==> src/rtl/keypad_pkg.sv <==
// keypad_pkg: key map, debounce state encoding and sweep result type for the keypad scanner
package keypad_pkg;
  typedef enum logic [1:0] {IDLE, PRESS_PEND, HELD, RELEASE_PEND} state_t;
  typedef struct packed {
    logic       hit;
    logic [3:0] code;
  } result_t;
  localparam result_t NONE = '{hit: 1'b0, code: 4'h0};
  localparam logic [3:0] KEY_MAP [4][4] = '{
    '{4'h1, 4'h2, 4'h3, 4'hA},
    '{4'h4, 4'h5, 4'h6, 4'hB},
    '{4'h7, 4'h8, 4'h9, 4'hC},
    '{4'h0, 4'hF, 4'hE, 4'hD}
  };
endpackage

==> src/rtl/keypad_scanner_if.sv <==
// keypad_scanner_if: keypad lines, enable and key report between scanner and its environment
interface keypad_scanner_if;
  logic       en;
  logic [3:0] rows;
  logic [3:0] cols;
  logic [3:0] key_hex;
  logic       key_valid;
  logic       key_held;
  modport master(input en, rows, output cols, key_hex, key_valid, key_held);
  modport slave(output en, rows, input cols, key_hex, key_valid, key_held);
endinterface

==> src/rtl/keypad_debounce.sv <==
// keypad_debounce: accepts a press or release after DEBOUNCE_SCANS identical sweep results
module keypad_debounce
  import keypad_pkg::*;
#(
  parameter int DEBOUNCE_SCANS = 4
) (
  input  logic       clk,
  input  logic       rst,
  input  logic       en,
  input  logic       sweep_done,
  input  logic       sweep_valid,
  input  logic [3:0] sweep_code,
  output logic [3:0] key_hex,
  output logic       key_valid,
  output logic       key_held
);
  localparam int CW = $clog2(DEBOUNCE_SCANS + 1);
  state_t state;
  logic [CW-1:0] cnt;
  logic [3:0] cand;
  logic same_held, same_cand, last_cnt;
  always_comb begin
    same_held = sweep_valid && sweep_code == key_hex;
    same_cand = sweep_valid && sweep_code == cand;
    last_cnt = cnt == CW'(DEBOUNCE_SCANS - 1);
  end
  always_ff @(posedge clk) begin
    if (rst) begin
      state <= IDLE;
      cnt <= '0;
      cand <= '0;
      key_hex <= '0;
      key_valid <= 1'b0;
      key_held <= 1'b0;
    end else if (!en) begin
      state <= IDLE;
      cnt <= '0;
      key_valid <= 1'b0;
      key_held <= 1'b0;
    end else begin
      key_valid <= 1'b0;
      if (sweep_done) begin
        case (state)
          IDLE: if (sweep_valid) begin
            if (DEBOUNCE_SCANS == 1) begin
              state <= HELD;
              key_hex <= sweep_code;
              key_valid <= 1'b1;
              key_held <= 1'b1;
            end else begin
              state <= PRESS_PEND;
              cand <= sweep_code;
              cnt <= CW'(1);
            end
          end
          PRESS_PEND: if (!sweep_valid) begin
            state <= IDLE;
            cnt <= '0;
          end else if (!same_cand) begin
            cand <= sweep_code;
            cnt <= CW'(1);
          end else if (last_cnt) begin
            state <= HELD;
            cnt <= '0;
            key_hex <= cand;
            key_valid <= 1'b1;
            key_held <= 1'b1;
          end else cnt <= cnt + CW'(1);
          HELD: if (!same_held) begin
            state <= DEBOUNCE_SCANS == 1 ? IDLE : RELEASE_PEND;
            cnt <= DEBOUNCE_SCANS == 1 ? '0 : CW'(1);
            key_held <= DEBOUNCE_SCANS != 1;
          end
          RELEASE_PEND: if (same_held) begin
            state <= HELD;
            cnt <= '0;
          end else if (last_cnt) begin
            state <= IDLE;
            cnt <= '0;
            key_held <= 1'b0;
          end else cnt <= cnt + CW'(1);
          default: state <= IDLE;
        endcase
      end
    end
  end
endmodule

==> src/rtl/keypad_scanner.sv <==
// keypad_scanner: drives keypad columns one at a time, decodes each full sweep and debounces the key
module keypad_scanner
  import keypad_pkg::*;
#(
  parameter int SCAN_PERIOD    = 4000,
  parameter int DEBOUNCE_SCANS = 4
) (
  input logic clk,
  input logic rst,
  keypad_scanner_if.master bus
);
  localparam int DW = $clog2(SCAN_PERIOD);
  logic [3:0] r1, r2, lows, acc_code, code;
  logic [DW-1:0] dwell;
  logic [1:0] col, acc_n, tot, row;
  logic [2:0] n;
  logic run, last, done;
  result_t res;
  assign bus.cols = run ? ~(4'b1 << col) : 4'hF;
  // acc_n saturates at 2: anything beyond one low in a sweep is ambiguous
  always_comb begin
    lows = ~r2;
    n = '0;
    row = '0;
    for (int i = 0; i < 4; i++) if (lows[i]) begin
      n = n + 3'd1;
      row = 2'(i);
    end
    tot = (n > 3'd1 || acc_n == 2'd2) ? 2'd2 : acc_n + n[1:0];
    code = acc_n != 2'd0 ? acc_code : KEY_MAP[row][col];
    last = dwell == DW'(SCAN_PERIOD - 1);
    done = run && bus.en && last && col == 2'd3;
    res = tot == 2'd1 ? result_t'{1'b1, code} : NONE;
  end
  always_ff @(posedge clk) begin
    if (rst) begin
      r1 <= 4'hF;
      r2 <= 4'hF;
      run <= 1'b0;
      dwell <= '0;
      col <= '0;
      acc_n <= '0;
      acc_code <= '0;
    end else begin
      r1 <= bus.rows;
      r2 <= r1;
      run <= bus.en;
      if (!run || !bus.en) begin
        dwell <= '0;
        col <= '0;
        acc_n <= '0;
        acc_code <= '0;
      end else begin
        dwell <= last ? '0 : dwell + DW'(1);
        if (last) begin
          col <= col + 2'd1;
          acc_n <= done ? 2'd0 : tot;
          acc_code <= code;
        end
      end
    end
  end
  keypad_debounce #(.DEBOUNCE_SCANS(DEBOUNCE_SCANS)) u_debounce (
    .clk(clk),
    .rst(rst),
    .en(bus.en),
    .sweep_done(done),
    .sweep_valid(res.hit),
    .sweep_code(res.code),
    .key_hex(bus.key_hex),
    .key_valid(bus.key_valid),
    .key_held(bus.key_held)
  );
endmodule

==> src/flat_wrapper.sv <==
// flat-port wrapper written by rule: the top's interface ports become plain ports
module keypad_scanner_flat import keypad_pkg::*;
#(
  parameter int SCAN_PERIOD    = 4000,
  parameter int DEBOUNCE_SCANS = 4
)
  (clk, rst, bus_en, bus_rows, bus_cols, bus_key_hex, bus_key_valid, bus_key_held);
  keypad_scanner_if bus_i ();
  input logic clk;
  input logic rst;
  input wire logic [$bits(bus_i.en)-1:0] bus_en;
  input wire logic [$bits(bus_i.rows)-1:0] bus_rows;
  output wire logic [$bits(bus_i.cols)-1:0] bus_cols;
  output wire logic [$bits(bus_i.key_hex)-1:0] bus_key_hex;
  output wire logic [$bits(bus_i.key_valid)-1:0] bus_key_valid;
  output wire logic [$bits(bus_i.key_held)-1:0] bus_key_held;
  assign bus_i.en = bus_en;
  assign bus_i.rows = bus_rows;
  assign bus_cols = bus_i.cols;
  assign bus_key_hex = bus_i.key_hex;
  assign bus_key_valid = bus_i.key_valid;
  assign bus_key_held = bus_i.key_held;
  keypad_scanner #(.SCAN_PERIOD(SCAN_PERIOD), .DEBOUNCE_SCANS(DEBOUNCE_SCANS)) u_core (.clk(clk), .rst(rst), .bus(bus_i));
endmodule
==> config.mk <==
export PLATFORM = sky130hd
export DESIGN_NAME = keypad_scanner_flat
export DESIGN_NICKNAME = d
export VERILOG_FILES = /design/src/rtl/keypad_pkg.sv /design/src/rtl/keypad_scanner_if.sv /design/src/rtl/keypad_debounce.sv /design/src/rtl/keypad_scanner.sv /design/src/flat_wrapper.sv
export SDC_FILE = /design/constraint.sdc
export NUM_CORES = 1
export LEC_CHECK = 0
export ABC_CLOCK_PERIOD_IN_PS = 6000
export CORE_MARGIN = 2
export CORE_UTILIZATION = 35
export DETAILED_ROUTE_END_ITERATION = 10
export MAX_ROUTING_LAYER = met4
export PLACE_DENSITY = 0.58
export REMOVE_ABC_BUFFERS = 1
export SLEW_MARGIN = 20
export SYNTH_ARGS = -nofsm -noshare
export SYNTH_HDL_FRONTEND = slang
export SYNTH_SLANG_ARGS = --single-unit
==> constraint.sdc <==
create_clock -name clk -period 6 [get_ports clk]
set_input_delay 1.8 -clock clk [delete_from_list [all_inputs] [get_ports clk]]
set_output_delay 1.8 -clock clk [all_outputs]
set_load 0.1 [all_outputs]
# ---- After elaboration in Yosys (flattened, before gate mapping)
# Cells that the tools add are included.
# Widths: inputs -> output; s select.
dict set report totals {
  reg_bits 44
  input_bits 7
  wordCells 121
}
dict set report classes {
  n_lt_le_gt_ge 3
  n_addsub 7
  n_bitwise 9
  reduce_logical 22
  n_eq_ne 21
  shifts 1
  muxes 45
}
# operator count
set op_table {}
lappend op_table {{$bmux 16 s2} 1}
lappend op_table {{$mux 16} 2}
lappend op_table {{$mux 4} 7}
lappend op_table {{$mux 3} 9}
lappend op_table {{$mux 2} 11}
lappend op_table {{$reduce_and 6->1} 3}
lappend op_table {{$add 12x1->12 const B} 1}
lappend op_table {{$eq 12x12->1 const B} 1}
lappend op_table {{$ne 2x2->1 const B} 6}
lappend op_table {{$pmux 3 s4} 1}
lappend op_table {{$add 3x1->3 const B} 3}
lappend op_table {{$mux 1} 9}
lappend op_table {{$ne 3x3->1 const B} 3}
lappend op_table {{$bmux 4 s2} 1}
lappend op_table {{$eq 2x2->1 const B} 4}
lappend op_table {{$eq 4x4->1} 2}
lappend op_table {{$not 4->4} 2}
lappend op_table {{$pmux 2 s4} 1}
lappend op_table {{$pmux 4 s2} 1}
lappend op_table {{$reduce_and 8->1} 1}
lappend op_table {{$ge 3x3->1 const B} 2}
lappend op_table {{$not 2->3} 2}
lappend op_table {{$reduce_or 6->1} 1}
lappend op_table {{$logic_and 1x1->1} 5}
lappend op_table {{19 further kinds} 29}

# ---- Logic depth before layout (Yosys ltp)
dict set report depth {
  word_depth 18
  mapped_depth 14
  mapped_depth_nobuf 13
}

# ---- Hierarchy
# A second synthesis with hierarchy kept.
dict set report hier_totals {
  cells_unflattened 259
  area_unflattened_um2 2290.9
}
# module area_each_um2 seq_area_each_um2 instances cells_per_inst
set modules_own_cells {}
lappend modules_own_cells {keypad_scanner 1460.2 580.6 1 169}
lappend modules_own_cells {keypad_debounce 830.8 300.3 1 90}

# ---- Worst setup path before layout
# Ideal clock, no wire load.
dict set report synth_path {
  path_kind {register to register}
  startpoint {reg u_core.r2[1]}
  endpoint {reg u_core.u_debounce.cand[0]}
  path_stages_with_launch 15
  path_buffers 1
  setup_ps 121
  period_less_slack_ps 3230
  path_slack_ps 2770
  t_arrival_ps 3110
  path_cell_list {dfxtp_1 > inv_1 > ha_1 > xnor2_1 > xnor2_1 > ha_1 > and3_2 > o21a_1 > and3_1 > clkbuf_1 > o2111a_1 > nor3_2 > a21oi_2 > a21oi_1 > mux2_2}
}
dict set report synth_via {
  elab_chain_cells 17
}
# element line_no
set synth_rtl {}
lappend synth_rtl {{start, declared} keypad_scanner.sv:13} ;# logic [3:0] r1, r2, lows, acc_code, code;
lappend synth_rtl {{start signal, assigned} keypad_scanner.sv:46} ;# r2 <= r1;
lappend synth_rtl {{$not 4->4 (*)} keypad_scanner.sv:22} ;# lows = ~r2;
lappend synth_rtl {{parallel branches: the longest is 11 deep, another holds $add 3x1->3} --}
lappend synth_rtl {{$mux 5 (*)} keypad_scanner.sv:33} ;# res = tot == 2'd1 ? result_t'{1'b1, code} : NONE;
lappend synth_rtl {{$eq 4x4->1} keypad_debounce.sv:24} ;# same_cand = sweep_valid && sweep_code == cand;
lappend synth_rtl {{$logic_and 1x1->1} keypad_debounce.sv:24}
lappend synth_rtl {{$ne 2x2->1 (no source line)} --}
lappend synth_rtl {{$reduce_and 6->1 (no source line)} --}
lappend synth_rtl {{end signal, assigned} keypad_debounce.sv:52} ;# cand <= sweep_code;
lappend synth_rtl {{end signal, assigned} keypad_debounce.sv:60} ;# cand <= sweep_code;
lappend synth_rtl {{end, declared} keypad_debounce.sv:20} ;# logic [3:0] cand;
# Every way passes the cells marked *. The select of a mux whose other input is x is not followed.
# A chain may end at the register's enable or synchronous reset.

# ---- Final worst setup path
dict set report layout_path {
  startpoint {reg u_core.col[0]}
  endpoint {out bus_cols[2]}
}
dict set report layout_via {
  elab_chain_cells 3
}
# element line_no
set layout_rtl {}
lappend layout_rtl {{start, declared} keypad_scanner.sv:15} ;# logic [1:0] col, acc_n, tot, row;
lappend layout_rtl {{start signal, assigned} keypad_scanner.sv:56} ;# col <= col + 2'd1;
lappend layout_rtl {{$shl 1x2->4} keypad_scanner.sv:19} ;# assign bus.cols = run ? ~(4'b1 << col) : 4'hF;
lappend layout_rtl {{$not 4->4} keypad_scanner.sv:19}
lappend layout_rtl {{$mux 4} keypad_scanner.sv:19}
lappend layout_rtl {{end, declared} flat_wrapper.sv:13} ;# output wire logic [$bits(bus_i.cols)-1:0] bus_cols;
# No other way between the ends.

==> flow_metrics.tcl <==
set metrics [dict create \
    cts_tree "built" \
    setup_viol 0 \
    clkLatencyLatePin_ns 0.29 \
    grt_max_degree 20 \
    drc 0 \
    finalSetupTns_ns 0 \
    yosysTopAreaCell "dfxtp_1" \
    critPathRequiredTime_ns 4.20 \
    root_buffer "clkbuf_8" \
    r2r-start "u_core.r2[1]$_SDFF_PP1_" \
    drtIter0Drc 125 \
    grt_usage_pct 13.64 \
    fmax_mhz 234.7 \
    dr_total_vias 1914 \
    ys_seq_area_share_pct 36.14 \
    synth_edf_count 0 \
    io_buffers 16 \
    die_w_um 87.45 \
    hold_path_end "u_core.r2[0]$_SDFF_PP1_" \
    yosysWarnings 0 \
    cts.clk_slew.worst_paths_ns 0.08 \
    wl_um 4719 \
    gp_congestion 0.8118 \
    wl_per_cell_um 12.62 \
    area.growth.synth_to_final_pct 11.86 \
    p_leak_nw 0.9505 \
    rsz0062_at_grt "no" \
    fin_nets 311 \
    r2r_end "u_core.u_debounce.cand[3]$_SDFFE_PP0P_" \
    die_height_um 87.45 \
    min_path_cells 1 \
    synth_most_common_cell "dfxtp_1" \
    rr_worst_depth 12 \
    hold_viol_final 0 \
    min_from "u_core.r1[0]$_SDFF_PP1_" \
    end_kind "output pin" \
    ys.flop_type "dfxtp_1" \
    fin_crit_sh_pct 71.02 \
    synthArstFlopShare_pct 0 \
    drive_gt1_share_pct 11.90 \
    synth_top_area_share_pct 36.14 \
    num-fill-cells 683 \
    cts_resized 0 \
    fin_area_um2 2726 \
    synth_area_um2 2437 \
    ys_types 62 \
    clock_skew_ns 0.009303 \
    crit_type "reg -> out" \
    status "completed" \
    slew_viol_final 0 \
    holdCritPathClass "reg -> reg" \
    grt_pass1_vias 1796 \
    cp.arrival_ns 2.46 \
    first_pass_iters 4 \
    slew_headroom_pct 34.92 \
    core-area_um2 6756 \
    initial_utilization_pct 36.07 \
    vias_per_cell 5.118 \
    cellPowerDensity_nw_per_um2 201.0 \
    cts.sinks 44 \
    cts_buffer_depth 2 \
    pin_count 17 \
    maxCapViolCount 0 \
    ys_ff_latch 44 \
    min_period_ns 4.261 \
    ir_drop_uv 91.34 \
    antenna_cells 0 \
    hpwlAfterDp_um 3524 \
    cts_hold_buf 0 \
    path_max_fanout 14 \
    synth_area_leaders "dfxtp_1 36%, nor2_1 6.2%, ha_1 5.6%" \
    grt_pass1_wl_um 8114 \
    synth_commonest_cells "44 x dfxtp_1, 40 x nor2_1, 20 x nand2_1, 12 x nand3_1" \
    die-area_um2 7648 \
    synth_area_per_cell_um2 8.674 \
    htreeDepth 2 \
    r2r_slack_ns 2.34 \
    cts_setup_buffers 0 \
    syn_inst 281 \
    worstMarginPinSlew_ns 0.9732 \
    antenna_found_initial 0 \
    grt_remaining_overflow 0 \
    dpl-instance-area_um2 2633 \
    cts_buffers 5 \
    start_kind "flip-flop" \
    antenna_left 0 \
    row_count 30 \
]
## logic make-up (layout without fill, tap and decap cells)
family	after synthesis	after routing	synth area share, %
AND/OR/NAND/NOR	131	131	28.54
AO/OA/AOI/OAI	46	46	14.84
flip-flops	44	44	36.14
buffers and inverters	22	35	4.569
XOR/XNOR	18	18	6.468
adder cells (fa/ha/maj)	11	11	5.647
multiplexers	9	9	3.799
## stage by stage
step | cells | setup WS, ns | hold WS [ns] | power [W] | utilization [%]
floorplan | 269 | 2.719 | 0.3895 | 0.0003446 | -
global placement | 366 | 2.002 | 0.3952 | 0.0003605 | 38.96
detailed placement | 366 | 1.857 | 0.3923 | 0.0003607 | 38.96
CTS | 374 | 1.723 | 0.4131 | 0.0005591 | 40.35
global route | 374 | 1.575 | 0.4261 | 0.0005783 | 40.35
finish | 374 | 1.739 | 0.4056 | 0.0005480 | 40.35
## registers in the layout, indices dropped and copies added (netlist names), 2 cells and up
| register | count |
|---|---|
| u_core.u_debounce.state | 2 |
| u_core.r1 | 4 |
| u_core.acc_code | 4 |
| u_core.acc_n | 2 |
| u_core.u_debounce.key_hex | 4 |
| u_core.r2 | 4 |
| u_core.u_debounce.cand | 4 |
| u_core.col | 2 |
| u_core.dwell | 12 |
| u_core.u_debounce.cnt | 3 |
## worst max-delay path: stages (launching register included)
cell and delay [ns]:
dfxtp_1 0.60, inv_1 0.15, ha_1 0.23, nand2_1 0.06
clkdlybuf4s50_1 1.13
## cells in the final DEF (no fill, tap or decap), drive strengths merged, types with 3 or more instances in the layout
master	n
nand2	20
nand4	5
o21ai	3
a211oi	6
clkdlybuf4s50	16
a31oi	4
dfxtp	44
a21oi	11
and3	5
nor3	4
nand2b	8
nand3	12
or2	10
xnor2	11
inv	9
clkbuf	7
xor2	7
nor2	40
nor2b	6
mux2i	7
ha	11
and2	5
or2b	4
## worst max-delay path by stage
stage	endpoint	slack, ns	startpoint	cells past startpoint
2_1_floorplan	bus_cols[0]	2.72	u_core.col[0]$_SDFFE_PP0P_	3
3_3_place_gp	u_core.dwell[10]$_SDFF_PP0_	2.00	rst	5
3_5_place_dp	u_core.dwell[10]$_SDFF_PP0_	1.86	rst	5
4_1_cts	bus_cols[0]	1.72	u_core.col[0]$_SDFFE_PP0P_	4
5_1_grt	bus_cols[0]	1.58	u_core.col[0]$_SDFFE_PP0P_	4
6_report	bus_cols[2]	1.74	u_core.col[0]$_SDFFE_PP0P_	4
## routing by layer
layer	vias to the layer above	share of wire, %	GRT usage, %
met4	0	0.49	3.357
met5	-	0	-
met3	2	2.5	2.844
met1	893	49	17.64
li1	1001	-	-
met2	18	48	21.76
## report_power, final
part	total (W)	leakage (nW)	switching [W]	internal, W
clock	0.000194	0.0445	0.000101	0.0000937
combinational	0.0000557	0.549	0.0000323	0.0000234
sequential	0.000298	0.357	0.00000321	0.000295
total	0.000548	0.950	0.000136	0.000412
## area by class of cell
cell class | count | area [µm²] | share of cell area (%)
inverters | 10 | 38.79 | 1.423
multi-input cells | 215 | 1445 | 53.01
repair buffers | 17 | 167.7 | 6.150
clock inverters | 1 | 7.507 | 0.2754
clock buffers | 7 | 86.33 | 3.167
flip-flops and latches | 44 | 880.8 | 32.31
well taps | 80 | 100.1 | 3.671
Power figures use the tool's default switching activity.
